--- config.mk ---
export PLATFORM = sky130hd
export DESIGN_NAME = stopwatch_ctrl
export DESIGN_NICKNAME = d
export VERILOG_FILES = /design/src/rtl/stopwatch_ctrl.sv
export SDC_FILE = /design/constraint.sdc
export NUM_CORES = 1
export LEC_CHECK = 0
export CELL_PAD_IN_SITES_DETAIL_PLACEMENT = 0
export CELL_PAD_IN_SITES_GLOBAL_PLACEMENT = 1
export CORE_MARGIN = 1
export CORE_UTILIZATION = 36
export CTS_CLUSTER_DIAMETER = 30
export DETAILED_ROUTE_END_ITERATION = 8
export PLACE_DENSITY = 0.69
export SLEW_MARGIN = 20
export SYNTH_ARGS = -nofsm -noshare
export SYNTH_HDL_FRONTEND = slang
export SYNTH_SLANG_ARGS = --single-unit
--- constraint.sdc ---
create_clock -name clk -period 5.3 [get_ports clk]
set_input_delay 0.53 -clock clk [delete_from_list [all_inputs] [get_ports clk]]
set_output_delay 0.53 -clock clk [all_outputs]
set_load 0.02 [all_outputs]
--- src/rtl/stopwatch_ctrl.sv ---
`default_nettype none
// ============================================================================
// Module   : stopwatch_ctrl
// Purpose  : Button debounce and IDLE/RUN/PAUSE sequencing for the stopwatch.
//            Produces run enable, lap-capture and clear strobes, lap count and
//            the lap-recall view index consumed by the stopwatch datapath.
// Revision : 1.0 - initial release
// ============================================================================
module stopwatch_ctrl #(
  parameter int DEBOUNCE_CYCLES = 500000,
  parameter int MAX_LAPS        = 11,
  parameter int IDX_W           = 4
) (
  input  logic             clk,
  input  logic             rst,
  input  logic             btn_start,
  input  logic             btn_lap,
  input  logic             btn_clear,
  output logic             run,
  output logic             lap_stb,
  output logic [IDX_W-1:0] lap_idx,
  output logic             clear_stb,
  output logic [IDX_W-1:0] view_idx,
  output logic [IDX_W-1:0] lap_cnt,
  output logic             laps_full,
  output logic [1:0]       state
);

  localparam int                CNT_W    = (DEBOUNCE_CYCLES > 1) ? $clog2(DEBOUNCE_CYCLES) : 1;
  localparam logic [CNT_W-1:0]  CNT_LAST = CNT_W'(DEBOUNCE_CYCLES - 1);
  localparam logic [IDX_W-1:0]  LAPS_MAX = IDX_W'(MAX_LAPS);

  typedef enum logic [1:0] {
    ST_IDLE  = 2'b00,
    ST_RUN   = 2'b01,
    ST_PAUSE = 2'b10,
    ST_BAD   = 2'b11
  } state_t;

  // Bit 0 = start, bit 1 = lap, bit 2 = clear
  logic [2:0] btn_raw;
  logic [2:0] press;

  assign btn_raw = {btn_clear, btn_lap, btn_start};

  generate
    for (genvar b = 0; b < 3; b++) begin : g_btn
      logic             sync1;
      logic             sync2;
      logic             deb;
      logic             deb_q;
      logic [CNT_W-1:0] cnt;

      // Synchronise the raw button and accept a new level only after it has been stable long enough
      always_ff @(posedge clk or negedge rst) begin
        if (!rst) begin
          sync1 <= 1'b1;
          sync2 <= 1'b1;
          deb   <= 1'b1;
          deb_q <= 1'b1;
          cnt   <= '0;
        end else begin
          sync1 <= btn_raw[b];
          sync2 <= sync1;
          deb_q <= deb;
          if (sync2 == deb) begin
            cnt <= '0;
          end else if (cnt == CNT_LAST) begin
            deb <= ~deb;
            cnt <= '0;
          end else begin
            cnt <= cnt + 1'b1;
          end
        end
      end

      // Press is the registered debounced level falling; releases are ignored
      assign press[b] = deb_q & ~deb;
    end
  endgenerate

  // One event per cycle: clear beats start beats lap
  logic ev_clear;
  logic ev_start;
  logic ev_lap;

  assign ev_clear = press[2];
  assign ev_start = press[0] & ~press[2];
  assign ev_lap   = press[1] & ~press[0] & ~press[2];

  state_t           cur_state;
  state_t           nxt_state;
  logic             run_n;
  logic             lap_stb_n;
  logic [IDX_W-1:0] lap_idx_n;
  logic             clear_stb_n;
  logic [IDX_W-1:0] view_n;
  logic [IDX_W-1:0] cnt_n;
  logic             full_n;

  // State and all datapath-facing outputs are registered together
  always_ff @(posedge clk or negedge rst) begin
    if (!rst) begin
      cur_state <= ST_IDLE;
      run       <= 1'b0;
      lap_stb   <= 1'b0;
      lap_idx   <= '0;
      clear_stb <= 1'b0;
      view_idx  <= '0;
      lap_cnt   <= '0;
      laps_full <= 1'b0;
    end else begin
      cur_state <= nxt_state;
      run       <= run_n;
      lap_stb   <= lap_stb_n;
      lap_idx   <= lap_idx_n;
      clear_stb <= clear_stb_n;
      view_idx  <= view_n;
      lap_cnt   <= cnt_n;
      laps_full <= full_n;
    end
  end

  // Next-state and next-output decode from the arbitrated button event
  always_comb begin
    nxt_state   = cur_state;
    lap_stb_n   = 1'b0;
    clear_stb_n = 1'b0;
    lap_idx_n   = lap_idx;
    view_n      = view_idx;
    cnt_n       = lap_cnt;
    full_n      = laps_full;
    case (cur_state)
      ST_IDLE: begin
        if (ev_clear) begin
          clear_stb_n = 1'b1;
          cnt_n       = '0;
          view_n      = '0;
          full_n      = 1'b0;
        end else if (ev_start) begin
          nxt_state = ST_RUN;
        end
      end
      ST_RUN: begin
        view_n = '0;
        if (ev_start) begin
          nxt_state = ST_PAUSE;
        end else if (ev_lap && !laps_full) begin
          lap_stb_n = 1'b1;
          lap_idx_n = lap_cnt + 1'b1;
          cnt_n     = lap_cnt + 1'b1;
          full_n    = ((lap_cnt + 1'b1) == LAPS_MAX);
        end
      end
      ST_PAUSE: begin
        if (ev_clear) begin
          nxt_state   = ST_IDLE;
          clear_stb_n = 1'b1;
          cnt_n       = '0;
          view_n      = '0;
          full_n      = 1'b0;
        end else if (ev_start) begin
          nxt_state = ST_RUN;
          view_n    = '0;
        end else if (ev_lap) begin
          view_n = (view_idx == lap_cnt) ? '0 : view_idx + 1'b1;
        end
      end
      default: begin
        nxt_state = ST_IDLE;
      end
    endcase
    run_n = (nxt_state == ST_RUN);
  end

  assign state = cur_state;

endmodule
`default_nettype wire
==> out/results.tsv <==
stage	metric	value	unit
grt	grt_pass1_wl	13.5	mm
clock_tree	cts_resized	0	
logic_synthesis	syn_avg_cell_area	10.4	um^2
run_status	status	finished clean	
placement	hpwl	5.35	mm
placement	gp_congestion	0.828	
floorplanning	die_area	0.0120	mm^2
timing	hold-worst-slack	160	ps
floorplanning	pin_count	23	
floorplanning	die_h	110	um
clock_tree	clock_path_buffers	2	
drt	wirelength	7.94	mm
timing	slew_viol_final	0	
pwr	power.leakage	1.98	nW
logic_synthesis	synthesis.area	0.00417	mm^2
logic_synthesis	synth_fp_nets	412	
floorplanning	initial_core_util	0.376	
placement	port_buffers	22	
logic_synthesis	yosys_warnings	0	
clock_tree	clkSlewWorstSetupHoldPaths	70	ps
grt	globalRouteTotalUtil	0.145	
logic_synthesis	synth_seq_cells	87	
grt	antenna_found_initial	0	
critical_path	slowest_stage	o31ai_4	
final_layout	diodes	0	
floorplanning	fp.coreArea	0.0111	mm^2
critical_path	end_kind	flop	
timing	tns	0	ps
critical_path	crit_path_max_fanout	18	
grt	grt_pass1_vias	2888	
placement	placedCellCount	557	
drt	viasPerCell	5.18	
critical_path	crit_type	reg2reg	
final_layout	nets	439	
drt	vias	2970	
grt	grt_remaining_overflow	0	
clock_tree	cts_root_buf	clkbuf_16	
timing	max_slew_margin	0.483	
clock_tree	cts_hold_buf	0	
final_layout	area_delta_synth_final	15.8	%
clock_tree	cts_setup_buffers	0	
logic_synthesis	synth_cell_types	51	
drt	first_pass_iters	4	
timing	worst_slew_pin_slew	776	ps
clock_tree	htree_num_levels	3	
critical_path	arrival	2320	ps
floorplanning	fp-row-count	38	
job	drv_cap	0	
final_layout	layout_commonest_cell	dfrtp_1	
logic_synthesis	ys_seq_area_frac	0.526	
drt	postRouteAntennaNets	0	
clock_tree	cts_tree	yes	
clock_tree	cts_buffers	9	
clock_tree	cts_sinks	87	
clock_tree	clk_latency	340	ps
timing	setup_viol	0	
timing	final-hold-violation-count	0	
critical_path	worstPathRequired	5480	ps
grt	grt_start_max_net_pins	50	
final_layout	fin_area	0.00482	mm^2
final_layout	layout_common_cells	dfrtp_1, nor2_1, xnor2_1	
timing	fin_skew	11.9	ps
pwr	ir_drop	0.135	mV
drt	drtIter0Drc	172	
hold_path	hold_class	in2async	
timing	finalCritPeriodShare	0.403	
critical_path	critPathLaunchType	flop	
final_layout	drive_gt1_frac	0.104	
placement	dpl_cell_area	0.00453	mm^2
critical_path	worst-path-buf-inv	0	
timing	rsz0062_at_grt	false	
pwr	powerDensity	281	mW/mm^2
drt	drc	0	
timing	post-route-min-period	2140	ps
drt	wl_per_cell	13.9	um
critical_path	path_delay_family	compound AO/OA/AOI/OAI gates	
logic_synthesis	syn_inst	401	
critical_path	crit_path_cell_trace	ha_1 > and4_1 > nand3_1 > o31ai_4 > nor2_1	
critical_path	crit_path_max_incr_delay	750	ps
final_layout	layoutNonFillerInstCount	573	
floorplanning	die_w	110	um
timing	max_freq	468	MHz
final timing paths:
check	end	cells past startpoint	slack, ps	start
max	g_btn[2].cnt[3]	5	3160	g_btn[2].cnt[0]
min	g_btn[1].cnt[17]	1	160	rst
max reg2reg	g_btn[2].cnt[3]	5	3160	g_btn[2].cnt[0]
min reg2reg	g_btn[2].sync2	0	360	g_btn[2].sync1
max in group asynchronous	g_btn[2].cnt[17]	2	4120	rst
min in group clk	g_btn[2].sync2	0	360	g_btn[2].sync1
cell type report:
type | count | area, um^2
multi-input combinational | 297 | 1900
fill | 1090 | 6250
tap | 140 | 175
inverter | 10 | 37.5
timing repair buffer | 23 | 225
sequential | 87 | 2190
clock inverter | 6 | 68.8
clock buffer | 10 | 229
metal layers:
metal / up-vias / part of all wire / track usage
met2: 37 / 0.45 / 0.225
met5: - / 0 / 0
met3: 12 / 0.028 / 0.0368
met1: 1438 / 0.50 / 0.195
met4: 0 / 0.018 / 0.0581
li1: 1483 / - / -
logic make-up after synthesis:
family,count (synthesis),share of synthesized area
flops,87,0.526
fa+ha+maj,6,0.0180
simple gates,194,0.246
compound gates,41,0.0712
xor+xnor,52,0.109
buf+inv,17,0.0186
mux,4,0.0105
worst reg2reg max path: cells and delay by family, from the launching register on:
kind	cells	cell delay (ps)
compound gates	1	750
flops	1	430
simple gates	3	560
fa+ha+maj	1	250
power by group:
part	internal [mW]	leakage, nW	switching, mW
logic	0.00998	0.670	0.0258
registers	0.674	1.17	0.00851
clock network	0.369	0.143	0.267
state kept, by name, summed over array words and instances (netlist names):
| register | flops |
|---|---|
| run | 1 |
| clear_stb | 1 |
| laps_full | 1 |
| view_idx | 4 |
| lap_idx | 4 |
| g_btn.cnt | 57 |
| g_btn.sync1 | 3 |
| lap_stb | 1 |
| g_btn.deb | 3 |
| g_btn.deb_q | 3 |
| state | 2 |
| lap_cnt | 4 |
| g_btn.sync2 | 3 |
stage by stage:
| step | util | setup slack (ps) | total power, mW |
|---|---|---|---|
| 6_report | 0.436 | 3160 | 1.35 |
| 5_1_grt | 0.436 | 3000 | 1.40 |
| 4_1_cts | 0.436 | 3120 | 1.37 |
| 3_5_place_dp | 0.409 | 3130 | 0.732 |
| 3_3_place_gp | 0.409 | 3260 | 0.731 |
| 2_1_floorplan | - | 3530 | 0.710 |
synthesized netlist by cell type (all sizes together):
cell type  number  area, um^2
nor2           59         221
nor3           12        60.1
o221ai          1        8.76
ha              6        75.1
a31o            1        8.76
nor4           15        93.8
nor3b           1        7.51
xor2           17         149
mux2i           1        10.0
o21ba           1        10.0
or2             3        18.8
or3             7        48.8
nor2b           5        31.3
nand2          21        78.8
and2            3        18.8
xnor2          35         307
a21o            8        60.1
mux2            3        33.8
buf             6        36.3
a32o            1        10.0
a21oi           9        48.8
and3            3        18.8
o41ai           1        8.76
dfstp          12         315
o311ai          1        8.76
nor4b           3        26.3
o31ai           5        51.3
nand3          27         140
nand4b          1        8.76
inv            10        37.5
clkbuf          1        3.75
o21bai          2        18.8
nand3b          1        7.51
and4            3        26.3
o21ai          10        53.8
dfrtp          75        1880
o2bb2ai         1        8.76
nand2b          5        31.3
nand4          20         146
or4             5        41.3
Note: power is estimated with default switching activity, not from simulation.
